**src/rtl/lc3b_types.sv**
```systemverilog
`default_nettype none
// ============================================================================
// Package     : lc3b_types
// Description : Shared LC-3b memory-port types plus the cache state encoding
//               and line geometry constants used by lc3b_wb_cache.
// Revision    : 1.0 - initial release
// ============================================================================
package lc3b_types;

  typedef logic [15:0]  lc3b_word;
  typedef logic [1:0]   lc3b_mem_wmask;
  typedef logic [127:0] lc3b_pmem_line;
  typedef logic [15:0]  lc3b_pmem_addr;

  // Byte offset within a line and number of 16-bit words per line
  localparam int LC3B_LINE_OFFSET_W = 4;
  localparam int LC3B_LINE_WORDS    = 8;

  typedef enum logic [1:0] {
    IDLE      = 2'd0,
    WRITEBACK = 2'd1,
    ALLOCATE  = 2'd2
  } lc3b_cache_state_t;

endpackage
`default_nettype wire

```
**src/rtl/lc3b_cache_ctrl.sv**
```systemverilog
`default_nettype none
// ============================================================================
// Module      : lc3b_cache_ctrl
// Description : Miss-handling state machine for the write-back cache. Owns
//               the pmem handshake: victim write-back, then line allocate.
//               All pmem outputs are registered and held until pmem_resp.
// Revision    : 1.0 - initial release
// ============================================================================
module lc3b_cache_ctrl
  import lc3b_types::*;
(
  input  logic         clk,
  input  logic         rst_n,
  input  logic         req,
  input  logic         hit,
  input  logic         victim_dirty,
  input  logic [15:0]  victim_addr,
  input  logic [15:0]  req_addr,
  input  logic [127:0] victim_line,
  input  logic         pmem_resp,
  output logic         idle,
  output logic         fill,
  output logic         pmem_read,
  output logic         pmem_write,
  output logic [15:0]  pmem_address,
  output logic [127:0] pmem_wdata
);

  lc3b_cache_state_t state;

  assign idle = (state == IDLE);
  // The line is written from pmem_rdata on the cycle the allocate completes
  assign fill = (state == ALLOCATE) && pmem_resp;

  // State register and registered pmem handshake; a reset abandons any
  // outstanding transaction and a later pmem_resp lands in IDLE, where it is ignored
  always_ff @(posedge clk) begin
    if (!rst_n) begin
      state        <= IDLE;
      pmem_read    <= 1'b0;
      pmem_write   <= 1'b0;
      pmem_address <= '0;
      pmem_wdata   <= '0;
    end else begin
      unique case (state)
        IDLE: begin
          if (req && !hit) begin
            if (victim_dirty) begin
              state        <= WRITEBACK;
              pmem_write   <= 1'b1;
              pmem_address <= lc3b_pmem_addr'(victim_addr);
              pmem_wdata   <= victim_line;
            end else begin
              state        <= ALLOCATE;
              pmem_read    <= 1'b1;
              pmem_address <= lc3b_pmem_addr'(req_addr);
            end
          end
        end
        WRITEBACK: begin
          // Write strobe drops on the same edge the read strobe rises,
          // so the two are never high together
          if (pmem_resp) begin
            state        <= ALLOCATE;
            pmem_write   <= 1'b0;
            pmem_read    <= 1'b1;
            pmem_address <= lc3b_pmem_addr'(req_addr);
          end
        end
        ALLOCATE: begin
          if (pmem_resp) begin
            state     <= IDLE;
            pmem_read <= 1'b0;
          end
        end
        default: begin
          state      <= IDLE;
          pmem_read  <= 1'b0;
          pmem_write <= 1'b0;
        end
      endcase
    end
  end

endmodule
`default_nettype wire

```
**src/rtl/lc3b_wb_cache.sv**
```systemverilog
`default_nettype none
// ============================================================================
// Module      : lc3b_wb_cache
// Description : Direct-mapped, write-back, write-allocate cache between the
//               LC-3b cpu memory port and physical memory. 128-bit lines.
//               Hits complete combinationally in the request cycle; misses
//               go through lc3b_cache_ctrl and then hit on the next cycle.
//               Optional LC3B_CACHE_STATS_EN adds saturating hit/miss counters.
// Revision    : 1.0 - initial release
// ============================================================================
module lc3b_wb_cache
  import lc3b_types::*;
#(
  parameter int NUM_SETS = 8,
  parameter int IDX_W    = $clog2(NUM_SETS),
  parameter int TAG_W    = 12 - IDX_W
) (
  input  logic         clk,
  input  logic         rst_n,
  input  logic         mem_read,
  input  logic         mem_write,
  input  logic [1:0]   mem_byte_enable,
  input  logic [15:0]  mem_address,
  input  logic [15:0]  mem_wdata,
  output logic         mem_resp,
  output logic [15:0]  mem_rdata,
  input  logic         pmem_resp,
  input  logic [127:0] pmem_rdata,
  output logic         pmem_read,
  output logic         pmem_write,
  output logic [15:0]  pmem_address,
  output logic [127:0] pmem_wdata
`ifdef LC3B_CACHE_STATS_EN
  ,
  output logic [15:0]  hit_count,
  output logic [15:0]  miss_count
`endif
);

  localparam int WSEL_W = $clog2(LC3B_LINE_WORDS);

  // Storage arrays (flip-flops)
  lc3b_pmem_line       data_q [NUM_SETS];
  logic [TAG_W-1:0]    tag_q  [NUM_SETS];
  logic [NUM_SETS-1:0] valid_q;
  logic [NUM_SETS-1:0] dirty_q;

  // Address split
  logic [TAG_W-1:0]  req_tag;
  logic [IDX_W-1:0]  req_idx;
  logic [WSEL_W-1:0] word_sel;
  logic              unused_addr_bit;

  assign req_tag         = mem_address[15 -: TAG_W];
  assign req_idx         = mem_address[LC3B_LINE_OFFSET_W +: IDX_W];
  assign word_sel        = mem_address[LC3B_LINE_OFFSET_W-1:1];
  assign unused_addr_bit = mem_address[0];

  logic          req;
  logic          hit;
  logic          idle;
  logic          fill;
  logic          write_hit;
  lc3b_pmem_line cur_line;
  lc3b_word      cur_word;
  lc3b_word      merged_word;
  lc3b_mem_wmask wmask;

  assign req       = mem_read | mem_write;
  assign wmask     = mem_byte_enable;
  assign cur_line  = data_q[req_idx];
  assign cur_word  = cur_line[{word_sel, 4'b0000} +: 16];
  assign hit       = req && valid_q[req_idx] && (tag_q[req_idx] == req_tag);

  // Hits answer in the request cycle; read+write together is taken as a write
  assign mem_resp  = idle && hit;
  assign mem_rdata = cur_word;
  assign write_hit = mem_resp && mem_write;

  // Byte merge of write data into the currently addressed word
  always_comb begin
    merged_word = cur_word;
    if (wmask[0]) merged_word[7:0]  = mem_wdata[7:0];
    if (wmask[1]) merged_word[15:8] = mem_wdata[15:8];
  end

  // Line data and tag update: whole-line replace on fill, word merge on write hit
  always_ff @(posedge clk) begin
    if (fill) begin
      data_q[req_idx] <= pmem_rdata;
      tag_q[req_idx]  <= req_tag;
    end else if (write_hit) begin
      data_q[req_idx][{word_sel, 4'b0000} +: 16] <= merged_word;
    end
  end

  // Valid/dirty bookkeeping; a write hit marks dirty even with no bytes enabled
  always_ff @(posedge clk) begin
    if (!rst_n) begin
      valid_q <= '0;
      dirty_q <= '0;
    end else if (fill) begin
      valid_q[req_idx] <= 1'b1;
      dirty_q[req_idx] <= 1'b0;
    end else if (write_hit) begin
      dirty_q[req_idx] <= 1'b1;
    end
  end

  lc3b_cache_ctrl u_ctrl (
    .clk          (clk),
    .rst_n        (rst_n),
    .req          (req),
    .hit          (hit),
    .victim_dirty (valid_q[req_idx] & dirty_q[req_idx]),
    .victim_addr  ({tag_q[req_idx], req_idx, 4'b0000}),
    .req_addr     ({mem_address[15:4], 4'b0000}),
    .victim_line  (cur_line),
    .pmem_resp    (pmem_resp),
    .idle         (idle),
    .fill         (fill),
    .pmem_read    (pmem_read),
    .pmem_write   (pmem_write),
    .pmem_address (pmem_address),
    .pmem_wdata   (pmem_wdata)
  );

`ifdef LC3B_CACHE_STATS_EN
  logic miss_det;
  assign miss_det = idle && req && !hit;

  // Saturating hit/miss counters; a refilled request counts one miss and one hit
  always_ff @(posedge clk) begin
    if (!rst_n) begin
      hit_count  <= '0;
      miss_count <= '0;
    end else begin
      if (mem_resp && (hit_count != 16'hFFFF))   hit_count  <= hit_count + 16'd1;
      if (miss_det && (miss_count != 16'hFFFF))  miss_count <= miss_count + 16'd1;
    end
  end
`endif

endmodule
`default_nettype wire

```
**config.mk**
```make
export PLATFORM = sky130hd
export DESIGN_NAME = lc3b_wb_cache
export DESIGN_NICKNAME = d
export VERILOG_FILES = /design/src/rtl/lc3b_types.sv /design/src/rtl/lc3b_cache_ctrl.sv /design/src/rtl/lc3b_wb_cache.sv
export SDC_FILE = /design/constraint.sdc
export NUM_CORES = 1
export LEC_CHECK = 0
export CORE_MARGIN = 4
export CORE_UTILIZATION = 59
export DETAILED_ROUTE_END_ITERATION = 6
export GPL_TIMING_DRIVEN = 1
export PLACE_DENSITY_LB_ADDON = 0.15
export SYNTH_ARGS = -nofsm -noshare
export SYNTH_HDL_FRONTEND = slang
export SYNTH_SLANG_ARGS = --single-unit
```
**constraint.sdc**
```tcl
create_clock -name clk -period 5.55 [get_ports clk]
set_input_delay 1.11 -clock clk [delete_from_list [all_inputs] [get_ports clk]]
set_output_delay 1.11 -clock clk [all_outputs]
set_load 0.02 [all_outputs]
```
# Word level (Yosys, flattened, before mapping)
# Memories as Yosys holds them, arrays and structs flattened.
# Index checks and enable logic that the tools add are counted.
[word_totals] mem_count=2 output_inout_bits=163 in_bits=167 ramBits=1096 reg_bits=164
[memory_table] memory="data_q" words=8 width=128 read_ports=1 rd_clocked_by_memory_dff=0 wr=1 line_no="lc3b_wb_cache.sv:43" rtl="lc3b_pmem_line data_q [NUM_SETS];"
[memory_table] memory="tag_q" words=8 width=9 read_ports=1 rd_clocked_by_memory_dff=0 wr=1 line_no="lc3b_wb_cache.sv:44" rtl="logic [TAG_W-1:0] tag_q [NUM_SETS];"
[op_classes] order_cmp=2 muxes=160 n_shift=3 add_sub_neg=1 bitwise_logic=135 reduce_logical=16 eq_ne=8
[op_table] cell="1-bit 2-to-1 mux" count=141
[op_table] cell="1-bit bitwise OR" count=129
[op_table] cell="128-bit 2-to-1 mux" count=1
[op_table] cell="16-bit by 9-bit variable shift with 128-bit output (first input constant)" count=1
[op_table] cell="128-bit by 8-bit variable part select with 16-bit output" count=1
[op_table] cell="16-bit by 9-bit variable part select with 128-bit output" count=1
[op_table] cell="16-bit 2-to-1 mux" count=3
[op_table] cell="8-bit 2-to-1 mux" count=4
[op_table] cell="16-bit case mux with 2 select lines" count=1
[op_table] cell="8-bit bitwise OR" count=2
[op_table] cell="9-bit == test" count=1
[op_table] cell="7-bit negation with 9-bit output" count=1
[op_table] cell="3-bit AND reduction" count=3
[op_table] cell="8-bit AND" count=1
[op_table] cell="2-bit 2-to-1 mux" count=4
[op_table] cell="8-bit inverter" count=1
[op_table] cell="4-bit AND reduction" count=2
[op_table] cell="1-bit logical AND" count=7
[op_table] cell="1-bit binary-select mux with 3-bit select" count=2
[op_table] cell="2-bit != test (second input constant)" count=3
[op_table] cell="1-bit case mux with 3 select lines" count=2
[op_table] cell="2-bit case mux with 3 select lines" count=1
[op_table] cell="3-bit by 4-bit < comparator with 1-bit output (second input constant)" count=1
[op_table] cell="2-bit by 1-bit != test with 1-bit output (second input constant)" count=2
[op_table] cell="9 further kinds" count=10

# Depth between registers and ports, before layout
[logic_depth] depth_word=10 mapped_depth=15

# Hierarchy
# From an unflattened synthesis, not the netlist that was laid out.
[unflattened] cells_unflattened=3530 area_unflattened_um2=53453.8
[by_module_without_submodules] mod="lc3b_wb_cache" seq_area_each_um2=33231.9 n_inst=1 area_each_um2=47456.8 cells_per_inst=2825
[by_module_without_submodules] mod="lc3b_cache_ctrl" seq_area_each_um2=2962.8 n_inst=1 area_each_um2=5997.0 cells_per_inst=705

# Worst setup path after synthesis
# OpenSTA, ideal clock, no wires.
[synth_path] path_kind="input-to-output" from="input mem_address[4]" to="output mem_rdata[4]" path_buffers=5 required_ps=4440 path_slack_ps=948 arrival_ps=3492 path_stages=10 path_cell_list="buf_2 > buf_4 > buf_4 > buf_4 > nor3b_1 > clkbuf_1 > a22oi_1 > o21ai_0 > o22ai_1 > nor4b_1"
[synth_between] elab_chain_cells=2
[synth_lines] element="from (decl)" line_no="lc3b_wb_cache.sv:23" rtl="input logic [15:0] mem_address,"
[synth_lines] element="memory 8 x 128 bit"
[synth_lines] element="128-bit by 8-bit variable part select with 16-bit output" line_no="lc3b_wb_cache.sv:72" rtl="assign cur_word = cur_line[{word_sel, 4'b0000} +: 16];"
[synth_lines] element="to (decl)" line_no="lc3b_wb_cache.sv:26" rtl="output logic [15:0] mem_rdata,"
# No other way between the ends.

# Final worst setup path
[layout_path] from="input mem_address[6]" to="output mem_rdata[7]"
# Same word-level chain as after synthesis.

==> impl_metrics.yaml <==
synthesis:
  sequential_element_share_of_the_synthesized_area_pct: 71.2
  post_synth_instance_area_sq_um: 50700
  syn_avg_cell_area_sq_um: 16.0
  synth_flop_cell: "sky130_fd_sc_hd__edfxtp_1"
  synth_async_sr_flop_share_pct: 0
  synth_cell_type_count: 78
  post_synth_inst_count: 3164
  synth-seq-cells: 1256
  ys_warn_count: 0
  synth_enable_flop_cells: 1096
clock_network:
  ctsHoldBuffers: 0
  clk_root_buffer_cell: "sky130_fd_sc_hd__clkbuf_16"
  clock_path_buffers: 3
  post-cts-setup-buffer-count: 0
  cts_tree: "yes"
  clock_sink_count: 1256
  cts_inserted_buffers: 120
  worst_setup_hold_path_clk_slew_ns: 0.06
  clock_latency_ns: 0.72
  cts.repair.resized: 0
  cts-htree-levels: 3
floorplan:
  fp-row-count: 107
  ioPinCount: 330
  die-area_sq_um: 90700
  dieHeight_microns: 301
  die_span_x_microns: 301
  fp.coreArea_sq_um: 85300
  start_util_pct: 59.5
power_and_ir_drop:
  irDropWorstVdd_mv: 0.276
  powerDensity_nw_per_um2: 337
  share_seq_of_total_power_pct: 49.7
  netSwitchingFraction_pct: 23.4
  combinationalPowerShare_pct: 9.6
  finalPower_mw: 20.9
  leakagePower_nw: 20.7
  clock_power_share_pct: 40.7
  power.net_switching_mw: 4.88
  internal-power_mw: 16.0
sta:
  worst_clock_skew_ns: 0.0366
  hold_vio_cnt_final: 0
  setup-tns-final_ns: 0
  worst_slew_margin_rel_pct: 3.06
  final-setup-viol-count: 0
  achievable_freq_mhz: 180
  slew_viol_final: 0
  tightestPinTransition_ns: 1.45
  fin_crit_ns: 5.54
  rsz0062_at_grt: "false"
  hold_ws_ns: 0.472
  post-route-period-util_pct: 99.9
critical_path:
  worst-endpoint-arrival_ns: 4.43
  timing.critical_path.from: "mem_address[6]"
  regToRegSetupSlack_ns: 1.84
  crit_required_ns: 4.44
  timing.critical_path.fanout_max: 46
  worst_setup_path_start_kind: "primary input"
  rr_worst_depth: 9
  rr_startpoint: "data_q[7][91]$_DFFE_PP_"
  timing_worst_setup_path_type: "in2out"
  end_kind: "primary output"
  worstReg2RegEnd: "data_q[5][27]$_DFFE_PP_"
run:
  drv.max_cap_violation_count: 0
route:
  antenna_violating_nets_post_route: 0
  dr_wl_met3_microns: 26000
  routed_wire_length_per_instance_microns: 35.2
  wl_met2_microns: 77200
  via_per_inst: 6.86
  wl_met1_microns: 62500
  detail_route.drc_violations: 0
  dr.max_layer_used: "met5"
  drt_iter0_markers: 5362
  route.vias.total: 34205
  firstDrtPassIters: 6
  total_wire_length_after_detailed_routing_microns: 176000
layout:
  final_layout_size_suffix_gt1_share_pct: 22.8
  final_design_area_no_fill_sq_um: 61900
  layout-area-overhead-vs-synth_pct: 22.1
  fill_cells: 5309
  numnets_final: 3889
min_path:
  min_delay_path_depth: 2
  min_to: "u_ctrl.pmem_address[4]$_SDFFE_PN0P_"
  hold_path.class: "reg2reg"
  hold_start: "u_ctrl.pmem_address[4]$_SDFFE_PN0P_"
global_route:
  first_global_vias: 33032
  grt_max_degree: 116
  globalRoute.totalOverflow: 0
  grt_pass1_wl_microns: 244000
  global_route.usage.total_pct: 38.3
  grt_antenna_before_repair: 18
placed_design:
  dp_hpwl_microns: 119000
  postPlaceCellArea_sq_um: 57700
  gp_congestion: 0.994
  port_buffers: 324
run_status:
  status: "finished, final reports clean"
## power by group through the flow
stage / sequential [mW] / combinational (mW) / clock [mW]
3_3_place_gp: 10.6 / 1.88 / 0
2_1_floorplan: 10.6 / 0.800 / 0
4_1_cts: 10.4 / 1.92 / 8.52
5_1_grt: 10.4 / 2.01 / 8.93
3_5_place_dp: 10.6 / 1.90 / 0
6_report: 10.4 / 1.99 / 8.50
## worst max-delay path, cell delays in order
cell and delay [ns]:
sky130_fd_sc_hd__buf_8 0.17, sky130_fd_sc_hd__buf_12 0.22, sky130_fd_sc_hd__nand2_1 0.45, sky130_fd_sc_hd__buf_4 0.28
sky130_fd_sc_hd__o22ai_1 0.09, sky130_fd_sc_hd__a221oi_1 0.79, sky130_fd_sc_hd__a22oi_1 0.21, sky130_fd_sc_hd__nand4_1 0.23
sky130_fd_sc_hd__nor2_1 0.06, sky130_fd_sc_hd__buf_4 0.18, sky130_fd_sc_hd__clkdlybuf4s50_1 0.55
## final cells by class
cell class | count | area [sq um] | area share, %
timing repair buffer | 669 | 6690 | 10.8
clock buffer | 163 | 3400 | 5.49
clock inverter | 65 | 762 | 1.23
sequential | 1256 | 36100 | 58.3
antenna | 16 | 40.0 | 0.0646
multi-input combinational | 1662 | 13500 | 21.7
tap | 1144 | 1430 | 2.31
inverter | 11 | 43.8 | 0.0707
## flip-flops by register name (all words and copies together), names as in the netlist, named ones only
| register | cells |
|---|---|
| u_ctrl.pmem_address | 12 |
| u_ctrl.pmem_read | 1 |
| u_ctrl.state | 2 |
| data_q | 1024 |
| u_ctrl.pmem_write | 1 |
| valid_q | 8 |
| tag_q | 72 |
| u_ctrl.pmem_wdata | 128 |
## how the worst max path moves through the flow
stage / depth (start not counted) / end / slack, ns
global placement: 12 / mem_rdata[10] / 0.06
CTS: 12 / mem_rdata[10] / 0.04
finish: 11 / mem_rdata[7] / 0.006
global route: 12 / mem_rdata[10] / 0.07
floorplan: 10 / mem_rdata[4] / 0.95
detailed placement: 12 / mem_rdata[10] / 0.07
## routing by layer
metal	up-vias	global-route usage [%]
li1	13856	-
met1	17017	51.4
met2	2813	56.5
met3	509	12.9
met4	10	19.0
met5	-	0
## layout by cell type, fill, tap and decap left out, types with 54 or more instances in the layout
cell type / n
sky130_fd_sc_hd__edfxtp_1: 1096
sky130_fd_sc_hd__clkdlybuf4s50_1: 318
sky130_fd_sc_hd__buf_4: 280
sky130_fd_sc_hd__mux2_2: 241
sky130_fd_sc_hd__nor2_1: 222
sky130_fd_sc_hd__mux2i_1: 212
sky130_fd_sc_hd__dfxtp_1: 160
sky130_fd_sc_hd__a221oi_1: 128
sky130_fd_sc_hd__clkbuf_16: 125
sky130_fd_sc_hd__nand2_1: 99
sky130_fd_sc_hd__a21oi_1: 92
sky130_fd_sc_hd__a22oi_1: 86
sky130_fd_sc_hd__a211oi_1: 83
sky130_fd_sc_hd__buf_12: 68
sky130_fd_sc_hd__o22ai_1: 64
sky130_fd_sc_hd__a22o_1: 54
## logic make-up (layout without fill, tap and decap cells)
group | Yosys count | in the layout | synth area share [%]
XOR/XNOR | 4 | 4 | 0.0691
AO/OA/AOI/OAI | 713 | 713 | 10.6
other | 1 | 20 | 0.00739
buffers and inverters | 249 | 908 | 2.62
AND/OR/NAND/NOR | 432 | 432 | 3.81
multiplexers | 507 | 507 | 11.7
adder cells (fa/ha/maj) | 2 | 2 | 0.0493
flip-flops | 1256 | 1256 | 71.2
## metrics by stage
| step | instances | util, % | setup slack, ns |
|---|---|---|---|
| floorplan | 3167 | - | 0.948 |
| global placement | 4742 | 67.7 | 0.0647 |
| detailed placement | 4742 | 67.7 | 0.0702 |
| CTS | 4970 | 72.6 | 0.0415 |
| global route | 4973 | 72.6 | 0.0669 |
| finish | 4986 | 72.6 | 0.00560 |
## synthesized netlist by cell type, types with 20 or more instances
cell,instances,area [sq um]
sky130_fd_sc_hd__mux2i_1,212,2120
sky130_fd_sc_hd__dfxtp_1,160,3200
sky130_fd_sc_hd__nor2_1,225,845
sky130_fd_sc_hd__a22oi_1,86,646
sky130_fd_sc_hd__mux4_2,41,923
sky130_fd_sc_hd__o22ai_1,64,400
sky130_fd_sc_hd__edfxtp_1,1096,32900
sky130_fd_sc_hd__buf_6,23,259
sky130_fd_sc_hd__nor3_1,20,100
sky130_fd_sc_hd__a221oi_1,130,1140
sky130_fd_sc_hd__a211oi_1,83,623
sky130_fd_sc_hd__nand2_1,99,372
sky130_fd_sc_hd__o21ai_0,42,210
sky130_fd_sc_hd__a21oi_1,100,500
sky130_fd_sc_hd__buf_2,71,355
sky130_fd_sc_hd__mux2_2,241,2710
sky130_fd_sc_hd__buf_4,30,225
sky130_fd_sc_hd__clkbuf_1,100,375
sky130_fd_sc_hd__a22o_1,54,473
sky130_fd_sc_hd__a221o_1,30,300
Note: power is estimated with default switching activity, not from simulation.
